<file path="config.mk">
export PLATFORM = sky130hd
export DESIGN_NAME = uart_rx_timing_counter
export DESIGN_NICKNAME = d
export VERILOG_FILES = /design/src/rtl/uart_pkg.sv /design/src/rtl/uart_rx_majority_sampler.sv /design/src/rtl/uart_rx_timing_counter.sv
export SDC_FILE = /design/constraint.sdc
export NUM_CORES = 1
export LEC_CHECK = 0
export CORE_UTILIZATION = 45
export DETAILED_ROUTE_END_ITERATION = 8
export PLACE_DENSITY_LB_ADDON = 0.1
export SYNTH_ARGS = -nofsm -noshare
export SYNTH_HDL_FRONTEND = slang
export SYNTH_SLANG_ARGS = --single-unit
</file>
<file path="constraint.sdc">
create_clock -name CLK -period 2.1 [get_ports CLK]
set_input_delay 0.315 -clock CLK [delete_from_list [all_inputs] [get_ports CLK]]
set_output_delay 0.315 -clock CLK [all_outputs]
set_load 0.05 [all_outputs]
</file>
<file path="src/rtl/uart_pkg.sv">
// Shared definitions for the UART receive path: default widths, the prescale
// floor and the 3-sample majority vote used by the bit sampler.
// Latency: n/a (declarations only). Backpressure: n/a.
package uart_pkg;

  localparam int DEF_PRESC_W   = 6;  // prescale / edge counter width
  localparam int DEF_BIT_W     = 4;  // bit counter / frame length width
  localparam int DEF_MIN_PRESC = 4;  // smallest oversample ratio that still fits 3 strobes

  // Majority of three samples: true when at least two inputs are high.
  function automatic logic maj3(input logic a, input logic b, input logic c);
    return (a & b) | (a & c) | (b & c);
  endfunction

endpackage

</file>
<file path="src/rtl/uart_rx_majority_sampler.sv">
// Captures rx_in on the three sample strobes of a bit and votes the result.
// Latency: bit_valid/sampled_bit one cycle after the third strobe.
// Backpressure: none; strobes arrive at most once per cycle and are always taken.
//
// Ports:
//   CLK, RST        clock and synchronous active-high reset
//   i_stb           sample strobe (one of three per bit)
//   i_third         current strobe is the third of the bit
//   i_rx            synchronised serial input
//   o_bit_valid     1-cycle pulse, o_sampled_bit is fresh this cycle
//   o_sampled_bit   majority of the three samples, held until the next pulse
module uart_rx_majority_sampler
  import uart_pkg::*;
(
  input  logic CLK,
  input  logic RST,
  input  logic i_stb,
  input  logic i_third,
  input  logic i_rx,
  output logic o_bit_valid,
  output logic o_sampled_bit
);

  // Only the two earlier samples need storing; the third is voted directly
  // from rx_in on the strobe that captures it.
  logic [1:0] r_s;
  logic       r_bit_valid;
  logic       r_sampled_bit;

  always_ff @(posedge CLK) begin
    if (RST) begin
      r_s           <= '0;
      r_bit_valid   <= 1'b0;
      r_sampled_bit <= 1'b0;
    end else begin
      r_bit_valid <= i_stb & i_third;
      if (i_stb) begin
        r_s <= {r_s[0], i_rx};
      end
      if (i_stb && i_third) begin
        r_sampled_bit <= maj3(r_s[1], r_s[0], i_rx);
      end
    end
  end

  assign o_bit_valid   = r_bit_valid;
  assign o_sampled_bit = r_sampled_bit;

endmodule

</file>
<file path="src/rtl/uart_rx_timing_counter.sv">
// Oversampling timing engine for the UART receiver: edge/bit counters, sample strobes, boundary pulses.
// Latency: counting starts the cycle enable rises (edge_cnt 0); bit_valid one cycle after the third strobe.
// Backpressure: none; enable low or clear aborts the frame and zeroes the counters next cycle.
//
// Ports:
//   CLK, RST      clock and synchronous active-high reset (RST > clear > enable)
//   enable        count while high; low aborts the frame
//   clear         synchronous restart of counters and cfg_err
//   prescale      oversample edges per bit, latched at frame start
//   frame_bits    bits per frame, latched at frame start
//   rx_in         synchronised serial input
//   edge_cnt      edge index within the bit
//   bit_cnt       bit index within the frame
//   sample_stb    high on edges mid-1, mid, mid+1
//   bit_valid     pulse, sampled_bit fresh
//   sampled_bit   majority-voted bit value
//   bit_done      pulse on the last edge of each bit
//   frame_done    pulse on the last edge of the last bit
//   cfg_err       sticky flag: a clamped configuration was latched
module uart_rx_timing_counter
  import uart_pkg::*;
#(
  parameter int PRESC_W   = DEF_PRESC_W,
  parameter int BIT_W     = DEF_BIT_W,
  parameter int MIN_PRESC = DEF_MIN_PRESC
) (
  input  logic               CLK,
  input  logic               RST,
  input  logic               enable,
  input  logic               clear,
  input  logic [PRESC_W-1:0] prescale,
  input  logic [BIT_W-1:0]   frame_bits,
  input  logic               rx_in,
  output logic [PRESC_W-1:0] edge_cnt,
  output logic [BIT_W-1:0]   bit_cnt,
  output logic               sample_stb,
  output logic               bit_valid,
  output logic               sampled_bit,
  output logic               bit_done,
  output logic               frame_done,
  output logic               cfg_err
);

  logic [PRESC_W-1:0] r_edge_cnt;
  logic [PRESC_W-1:0] r_presc_q;
  logic [BIT_W-1:0]   r_bit_cnt;
  logic [BIT_W-1:0]   r_frames_q;
  logic               r_running;
  logic               r_cfg_err;

  logic [PRESC_W-1:0] w_min_presc;
  logic               w_presc_clamp;
  logic               w_frames_clamp;
  logic               w_count;
  logic [PRESC_W-1:0] w_mid;
  logic               w_last_edge;
  logic               w_last_bit;
  logic               w_third;

  assign w_min_presc    = PRESC_W'(MIN_PRESC);
  assign w_presc_clamp  = (prescale < w_min_presc);
  assign w_frames_clamp = (frame_bits == '0);

  // Decodes only act on a cycle that really advances the counters; an
  // aborting cycle (reset, clear or enable low) therefore issues no strobe
  // or boundary pulse for the partial bit.
  assign w_count     = ~RST & ~clear & enable & r_running;
  assign w_mid       = r_presc_q >> 1;
  assign w_last_edge = (r_edge_cnt == r_presc_q - PRESC_W'(1));
  assign w_last_bit  = (r_bit_cnt == r_frames_q - BIT_W'(1));

  assign sample_stb = w_count & ((r_edge_cnt == w_mid - PRESC_W'(1)) ||
                                 (r_edge_cnt == w_mid) ||
                                 (r_edge_cnt == w_mid + PRESC_W'(1)));
  assign w_third    = w_count & (r_edge_cnt == w_mid + PRESC_W'(1));
  assign bit_done   = w_count & w_last_edge;
  assign frame_done = w_count & w_last_edge & w_last_bit;

  always_ff @(posedge CLK) begin
    if (RST) begin
      r_edge_cnt <= '0;
      r_bit_cnt  <= '0;
      r_presc_q  <= w_min_presc;
      r_frames_q <= BIT_W'(1);
      r_running  <= 1'b0;
      r_cfg_err  <= 1'b0;
    end else if (clear) begin
      r_edge_cnt <= '0;
      r_bit_cnt  <= '0;
      r_running  <= 1'b0;
      r_cfg_err  <= 1'b0;
    end else if (!enable) begin
      r_edge_cnt <= '0;
      r_bit_cnt  <= '0;
      r_running  <= 1'b0;
    end else if (!r_running) begin
      // Frame start: this cycle is already edge 0 of bit 0, so the next
      // edge index is 1 (presc_q >= MIN_PRESC, so edge 0 is never last).
      r_running  <= 1'b1;
      r_presc_q  <= w_presc_clamp ? w_min_presc : prescale;
      r_frames_q <= w_frames_clamp ? BIT_W'(1) : frame_bits;
      r_cfg_err  <= r_cfg_err | w_presc_clamp | w_frames_clamp;
      r_edge_cnt <= PRESC_W'(1);
      r_bit_cnt  <= '0;
    end else if (w_last_edge) begin
      r_edge_cnt <= '0;
      if (w_last_bit) begin
        r_bit_cnt <= '0;
        r_running <= 1'b0;
      end else begin
        r_bit_cnt <= r_bit_cnt + BIT_W'(1);
      end
    end else begin
      r_edge_cnt <= r_edge_cnt + PRESC_W'(1);
    end
  end

  assign edge_cnt = r_edge_cnt;
  assign bit_cnt  = r_bit_cnt;
  assign cfg_err  = r_cfg_err;

  uart_rx_majority_sampler u_sampler (
    .CLK           (CLK),
    .RST           (RST),
    .i_stb         (sample_stb),
    .i_third       (w_third),
    .i_rx          (rx_in),
    .o_bit_valid   (bit_valid),
    .o_sampled_bit (sampled_bit)
  );

endmodule

</file>
# Word level (Yosys, flattened, before mapping)
# Index checks and enable logic that the tools add are counted.
[totals]
out_inout_bits = 16
register_bits = 26
input_bits = 15
[classes]
reduce_logical = 10
magnitude_cmp = 1
n_eq_ne = 5
n_bitwise = 19
mux = 8
n_addsub = 6
[op_table]
columns = ["op", "count"]
rows = [
  ["== test 6 bit", 3],
  ["bitwise AND 1 bit", 11],
  ["two-way mux 4 bit", 2],
  ["adder 5 x 1 -> 6 bit, second input constant", 1],
  ["adder 6 x 1 -> 6 bit, second input constant", 1],
  ["== test 6 x 5 -> 1 bit", 1],
  ["less-than comparator 6 x 3 -> 1 bit, second input constant", 1],
  ["two-way mux 6 bit", 1],
  ["subtractor 5 x 1 -> 6 bit, second input constant", 1],
  ["subtractor 6 x 1 -> 6 bit, second input constant", 1],
  ["two-way mux 1 bit", 5],
  ["OR reduction 5 bit", 1],
  ["adder 4 x 1 -> 4 bit, second input constant", 1],
  ["== test 4 bit", 1],
  ["zero test 4 bit", 1],
  ["NOT 1 bit", 4],
  ["OR 1 bit", 4],
  ["OR reduction 4 bit", 1],
  ["subtractor 4 x 1 -> 4 bit, second input constant", 1],
  ["AND reduction 3 bit", 1],
  ["OR reduction 3 bit", 1],
  ["logical OR 1 bit", 2],
  ["AND reduction 2 bit", 1],
  ["OR reduction 2 bit", 1],
  ["logical AND 1 bit", 1],
]

# Depth between registers and ports, before layout
# Gate-level depths: netlist of run 1.
[depth]
depth_word = 6
mapped_depth = 10

# Modules after synthesis
# From an unflattened synthesis of run 1, not the netlist that was laid out.
[unflattened]
hier_cells = 196
hier_area_um2 = 1627.8
[modules_own_cells]
columns = ["mod", "area_each_um2", "cells_each", "instances"]
rows = [
  ["uart_rx_timing_counter", 1477.7, 182, 1],
  ["uart_rx_majority_sampler", 150.1, 14, 1],
]

# Worst setup path after synthesis of run 1
# OpenSTA, ideal clock, no wires.
[synth_path]
path_type = "register -> output"
startpoint = "register r_edge_cnt[2], in the netlist edge_cnt[2]"
endpoint = "output port frame_done"
arrival_ns = 2.707
stages_incl_launch_ff = 9
path_slack_ns = -0.922
cell_sequence = "dfxtp_1 buf_6 xnor2_1 xnor2_1 a32o_2 nand4_2 buf_6 nor2_1 and2_1"
[synth_via]
elab_chain_len = 3
[synth_lines]
columns = ["element", "line", "source"]
rows = [
  ["start, declared", "uart_rx_timing_counter.sv:44", "logic [PRESC_W-1:0] r_edge_cnt;"],
  ["start signal, assigned", "uart_rx_timing_counter.sv:114", "r_edge_cnt <= r_edge_cnt + PRESC_W'(1);"],
  ["== test 6 bit", "uart_rx_timing_counter.sv:69", "assign w_last_edge = (r_edge_cnt == r_presc_q - PRESC_W'(1));"],
  ["bitwise AND 1 bit", "n/a", ""],
  ["via bit_done", "uart_rx_timing_counter.sv:39", "output logic bit_done,"],
  ["bitwise AND 1 bit", "uart_rx_timing_counter.sv:77", "assign frame_done = w_count & w_last_edge & w_last_bit;"],
  ["end, declared", "uart_rx_timing_counter.sv:40", "output logic frame_done,"],
]
# The timed path passes the listed nets, and every way through them passes these cells.

# Final worst setup path of run 1
[layout_path]
startpoint = "register r_presc_q[1]"
endpoint = "output port sample_stb"
[layout_via]
elab_chain_len = 5
elab_cells_between_ends = 8
[layout_lines]
columns = ["element", "line", "source"]
rows = [
  ["start, declared", "uart_rx_timing_counter.sv:45", "logic [PRESC_W-1:0] r_presc_q;"],
  ["start signal, assigned", "uart_rx_timing_counter.sv:83", "r_presc_q <= w_min_presc;"],
  ["start signal, assigned", "uart_rx_timing_counter.sv:100", "r_presc_q <= w_presc_clamp ? w_min_presc : prescale;"],
  ["subtractor 5 x 1 -> 6 bit", "uart_rx_timing_counter.sv:72", "assign sample_stb = w_count & ((r_edge_cnt == w_mid - PRESC_W'(1)) ||"],
  ["== test 6 bit", "uart_rx_timing_counter.sv:72", ""],
  ["logical OR 1 bit", "uart_rx_timing_counter.sv:72", ""],
  ["logical OR 1 bit *", "uart_rx_timing_counter.sv:73", "(r_edge_cnt == w_mid) ||"],
  ["bitwise AND 1 bit *", "uart_rx_timing_counter.sv:72", ""],
  ["end, declared", "uart_rx_timing_counter.sv:36", "output logic sample_stb,"],
]
# Mark *: on every way between the ends. The rest lies on a longest branch, timed or not.

==> results of run 1 <==
layout make-up:
type	count	area, um2	area share, %
Sequential cell	26	544.3	22.88
Clock buffer	3	22.52	0.9469
Timing Repair Buffer	53	506.7	21.30
Inverter	10	46.29	1.946
Clock inverter	1	30.03	1.262
Tap cell	46	57.56	2.420
Multi-Input combinational cell	152	1171	49.24
power groups by stage:
stage          Clock, uW  Combinational [uW]  Sequential [uW]
4_1_cts              356                 196              518
2_1_floorplan          0                 116              525
6_report             352                 208              519
5_1_grt              384                 226              522
3_3_place_gp           0                 179              528
3_5_place_dp           0                 187              528
tightest hold or removal path, cell delays in order, from the launching register on:
cell and delay [ns]:
dfxtp_1 0.35, nand2_1 0.05, a21oi_1 0.05
cell usage in the layout (no fill, tap or decap), types with 3 or more instances in the layout:
master	n
nor3_1	5
nor2_1	18
mux2i_1	3
buf_4	22
clkbuf_4	3
nand3_1	7
dfxtp_4	4
o21ai_0	3
inv_1	7
dfxtp_2	7
a21oi_2	3
xnor2_1	15
ha_4	3
xnor2_2	4
buf_12	3
nand2_1	20
ha_1	3
nand2b_1	7
xor2_1	8
a21oi_1	9
dfxtp_1	15
clkdlybuf4s50_1	27
registers in the layout, summed over array words and instances (netlist names):
signal / cells
r_presc_q: 6
u_sampler.o_bit_valid: 1
cfg_err: 1
r_running: 1
u_sampler.o_sampled_bit: 1
edge_cnt: 6
r_frames_q: 4
u_sampler.r_s: 2
bit_cnt: 4
cells by family (layout without fill, tap and decap cells):
| group | after synthesis | count (layout) | synth area share (%) |
|---|---|---|---|
| XOR/XNOR | 28 | 28 | 14.93 |
| AND/OR/NAND/NOR | 83 | 83 | 26.89 |
| buffers and inverters | 22 | 67 | 7.007 |
| adder cells (fa/ha/maj) | 8 | 8 | 5.940 |
| multiplexers | 3 | 3 | 1.828 |
| AO/OA/AOI/OAI | 30 | 30 | 11.73 |
| flip-flops | 26 | 26 | 31.68 |
metal layers:
layer	global-route usage, %	wire [um]
met5	0	0
met3	3.832	154
met4	10.47	112
met2	40.22	2134
met1	25.82	1749
what timing repair did:
| action | in CTS | in global routing |
|---|---|---|
| buffers inserted | 3 | 5 |
| pin swaps | 12 | 5 |
| resized for setup | 16 | 10 |
| endpoints found under the setup margin | 5 | 7 |
metrics by stage:
stage	utilization, %	instances	power, uW	setup slack [ns]
after floorplan	-	200	641.4	-0.1203
after global placement	62.60	279	706.6	-0.08174
after detailed placement	62.60	279	715.0	-0.1510
after CTS	66.70	286	1069	-0.2508
after global routing	69.63	291	1132	-0.3423
final	69.63	291	1079	-0.2361
synthesized netlist by cell type (3+ instances only):
cell type   n  area [um2]
nor3b_1     3       22.52
a21oi_1    12       60.06
buf_2       4       20.02
nand2b_1    8       50.05
xnor2_1    19       166.4
nand3_1     7       35.03
xor2_1      9       78.83
nor2_1     19       71.32
nor3_1      6       30.03
dfxtp_1    26       520.5
buf_6       3       33.78
inv_1      10       37.54
ha_1        7       87.58
mux2i_1     3       30.03
o21ai_0     3       15.01
nand2_1    21       78.83
worst max-delay path by stage:
stage / slack, ns / end / start
global placement: -0.08 / sample_stb / RST
floorplan: -0.12 / frame_done / r_presc_q[2]
finish: -0.24 / sample_stb / r_presc_q[1]
detailed placement: -0.15 / sample_stb / RST
global route: -0.34 / sample_stb / r_presc_q[1]
CTS: -0.25 / sample_stb / r_presc_q[1]
==> results.cfg, run 1 <==
[logic_synthesis]
synth_nets = 222
synth_edf_count = 0
ys_seq_elements = 26
syn_inst = 200
async_flop_share_pct = 0
synth_flop_cell = dfxtp_1
ys_seq_area_share_pct = 31.68
yosysWarnings = 0
syn_area_um2 = 1643
syn_avg_cell_area_um2 = 8.214
yosysUniqueCellTypes = 49

[route]
vias = 1544
vias_per_cell = 5.306
detail-route-antenna-nets = 0
wl_per_cell_um = 14.26
drt-pass1-iter-count = 4
drt_wl_total_mm = 4.150
drt_iter0_drc = 67
drc = 0

[sta]
worst_slack_ns = -0.2361
hold_violations = 0
fmax_mhz = 428.1
clock-skew-final_ns = 0.006588
worst-slew-pin-transition_ns = 0.4981
maxSlewViolCount = 0
whs_ns = 0.4787
min_period_ns = 2.336
rsz0062_at_grt = yes
setup_viol = 7
relSlewSlack_pct = 66.69
fin_crit_sh_pct = 111.2
fin_setup_tns_ns = -1.080

[global_routing]
grt_pass1_wl_mm = 6.893
grt_usage_pct = 22.49
antenna_found_initial = 0
grt_max_degree = 16
grt_pass1_vias = 1550
grt_overflow = 0

[clocking]
cts_tree = yes
cts_buffers = 3
cts_sinks = 26
clk_pin_slew_ns = 0.15
postCtsHoldBufs = 0
ctsRootBufferMaster = clkbuf_4
htreeDepth = 1
clkLatencyLatePin_ns = 0.34
cts_max_path_buffers = 2

[finish]
final_area_um2 = 2379
final_layout_size_suffix_gt1_share_pct = 30.61
area_delta_synth_final_pct = 44.78
fillers = 273
diodes = 0
final_nets = 268

[worst_setup_path]
cp.required_ns = 1.78
reg2reg_from = r_presc_q[1]
cp.depth = 9
worstSetupPathType = reg2out
endpoint_kind = output port
r2r_slack_ns = -0.14
critPathTopFamily = simple AND/OR/NAND/NOR gates
timing.rr.end = bit_cnt[0]
cp_max_fo = 3
cp_slowest_cell = dfxtp_4
arrival_ns = 2.02
reg2reg_depth = 11
max_stage_delay_ns = 0.41
path_cells = inv_4 -> ha_4 -> and2_4 -> o21a_1 -> o31ai_2 -> nand3_1 -> and3_4 -> clkinvlp_4 -> buf_12
crit_path_start_kind = flip-flop
path_buf_inv = 3

[hold_path]
min_from = r_frames_q[3]
holdPathEnd = r_frames_q[3]
holdCritPathClass = reg2reg
hold_depth = 2

[floorplanning]
die_w_um = 62.42
fp-row-count = 21
ios = 31
die_area_um2 = 3896
fp.coreArea_um2 = 3416
die_y_um = 62.42
start_util_pct = 48.10

[status]
violations = negative setup slack
status = finished, violations left

[power_and_ir_drop]
ir_drop_mv = 0.3024
combPwrFrac_pct = 19.3
p_switching_uw = 276.1
internal_power_uw = 802.8
power.density_nw_per_um2 = 453.6
p_leak_uw = 0.0008473
p_clk_share_pct = 32.6
p_seq_share_pct = 48.1
p_sw_share_pct = 25.59

[job]
cap_violations = 0

[placement]
gp_congestion = 0.9582
numPortBuffers = 30
dp_hpwl_mm = 3.113
placed_area_um2 = 2138
Power figures use the tool's default switching activity.
==> run 2, diff against run 1 <==
--- a/config.mk
+++ b/config.mk
@@ -7,6 +7,7 @@
 export LEC_CHECK = 0
 export CORE_UTILIZATION = 45
 export DETAILED_ROUTE_END_ITERATION = 8
+export HOLD_SLACK_MARGIN = 0.03
 export PLACE_DENSITY_LB_ADDON = 0.1
 export SYNTH_ARGS = -nofsm -noshare
 export SYNTH_HDL_FRONTEND = slang
==> results of run 2 <==
The final DEF is identical to that of run 1; final timing and power are the same.
==> run 3, diff against run 2 <==
--- a/config.mk
+++ b/config.mk
@@ -9,6 +9,8 @@
 export DETAILED_ROUTE_END_ITERATION = 8
 export HOLD_SLACK_MARGIN = 0.03
 export PLACE_DENSITY_LB_ADDON = 0.1
+export SKIP_LAST_GASP = 1
 export SYNTH_ARGS = -nofsm -noshare
 export SYNTH_HDL_FRONTEND = slang
 export SYNTH_SLANG_ARGS = --single-unit
+export TNS_END_PERCENT = 1
==> run 3 against run 2 <==
The flow still finishes with violations (negative setup slack). Sequential power barely moved. Non-clock buffer count did not move. First-iteration DRC count fell by 4.5%. Register-to-register slack barely moved. Clock-buffer cell count did not move. Sequential share of layout area fell by 0.45 points. Maximum frequency fell by 1.9%. Critical path depth did not move. Combinational power rose by 8%. Clock power barely moved. Clock skew rose by 0.0035 ns.
==> results.cfg, run 3 (synthesis results as in run 1) <==
[status]
status = finished, violations left
violations = negative setup slack

[finish]
final_nets = 268
final_cell_mix = 27 x clkdlybuf4s50_1, 21 x nand2_1, 19 x buf_4
regArea_um2 = 544.3
area_delta_synth_final_pct = 47.68
diodes = 0
layout_commonest_cell = clkdlybuf4s50_1
final_layout_size_suffix_gt1_share_pct = 29.80
fillers = 267
multi_input_area_um2 = 1202

[route]
met3_length_um = 138
vias_per_cell = 5.268
wl_met1_mm = 1.836
met2_length_mm = 2.251
vias = 1533
drt_iter0_drc = 64
top_layer = met4
detail-route-antenna-nets = 0
wl_per_cell_um = 14.77
drc = 0
drt_wl_total_mm = 4.297
drt-pass1-iter-count = 4

[sta]
min_period_ns = 2.382
whs_ns = 0.4938
rsz0062_at_grt = yes
hold_violations = 0
worst-slew-pin-transition_ns = 0.5087
clock-skew-final_ns = 0.01009
fmax_mhz = 419.8
relSlewSlack_pct = 65.98
setup_viol = 7
fin_setup_tns_ns = -1.223
maxSlewViolCount = 0
fin_crit_sh_pct = 113.4
worst_slack_ns = -0.2822

[worst_setup_path]
cp.required_ns = 1.78
arrival_ns = 2.07
crit_path_start_kind = flip-flop
worstSetupPathType = reg2out
endpoint_kind = output port
cp_max_fo = 3

[placement]
dp_hpwl_mm = 3.041
gp_congestion = 0.9048
numPortBuffers = 30

[floorplanning]
fp.coreArea_um2 = 3416
start_util_pct = 48.10
die_w_um = 62.42
die_area_um2 = 3896
die_y_um = 62.42
fp-row-count = 21
ios = 31

[power_and_ir_drop]
p_total_uw = 1094
power.density_nw_per_um2 = 451.0
p_leak_uw = 0.0008760
ir_drop_mv = 0.3106

[global_routing]
grt_overflow = 0
grt_pass1_wl_mm = 6.762
grt_pass1_vias = 1428
grt_max_degree = 16
grt_usage_pct = 21.68
antenna_found_initial = 0

[clocking]
clk_pin_slew_ns = 0.15
cts_tree = yes
cts_sinks = 26
clkLatencyLatePin_ns = 0.33
cts_buffers = 3
htreeDepth = 1
ctsRootBufferMaster = clkbuf_4
cts_max_path_buffers = 2
postCtsHoldBufs = 0

[job]
cap_violations = 0

[hold_path]
holdCritPathClass = reg2reg
## run 3: changes by cell type in the layout (fill, tap and decap cells not counted), moves of 2 or more
cell,previous run,this run
a21oi_1,9,11
a21oi_2,3,1
buf_4,22,19
buf_6,1,3
nor3b_4,0,2
xor2_1,8,6
## run 3: metrics by stage
step	cell area, um2	instances	setup WS (ns)	util (%)
5_1_grt	2426	291	-0.3581	71.03
2_1_floorplan	1717	200	-0.1203	-
3_5_place_dp	2148	281	-0.1490	62.89
6_report	2426	291	-0.2822	71.03
3_3_place_gp	2148	281	-0.08113	62.89
4_1_cts	2316	290	-0.2269	67.80
## run 3: critical path, stage by stage (launching register included)
cell and delay, ns:
dfxtp_4 0.39, inv_4 0.09, ha_4 0.14, a21boi_4 0.19, nand2_1 0.10, xnor2_1 0.24
nand4_2 0.18, nor2_4 0.13, and2_4 0.15, buf_12 0.13
## run 3: repair_timing
action | CTS | global route
buffers inserted | 5 | 1
gates cloned | 0 | 0
resized for setup | 16 | 15
pin swaps | 10 | 8
setup endpoints to repair | 6 | 7
## run 3: path summary, 6_finish.rpt
path                                 endpoint  slack, ns          start  cells after the start
worst max-delay path               frame_done      -0.28   r_presc_q[1]                      9
worst max register to register     bit_cnt[1]      -0.13   r_presc_q[1]                     10
worst min register to register  r_frames_q[3]       0.49  r_frames_q[3]                      2
worst min-delay path            r_frames_q[3]       0.49  r_frames_q[3]                      2
## run 3: cell type report
class	count	area share (%)
sequential	26	22.43
clock buffer	3	0.9283
multi-input combinational	152	49.56
clock inverter	1	1.238
tap	46	2.372
inverter	10	1.753
timing repair buffer	53	21.71
## run 3: metal layers
| metal | track usage (%) | vias to the layer above |
|---|---|---|
| li1 | - | 765 |
| met1 | 28.36 | 722 |
| met2 | 38.04 | 38 |
| met3 | 1.642 | 8 |
| met4 | 6.105 | 0 |
| met5 | 0 | - |
## run 3: report_power, final
group | switching (uW) | internal, uW
sequential | 17.9 | 501
combinational | 105 | 120
clock | 158 | 193
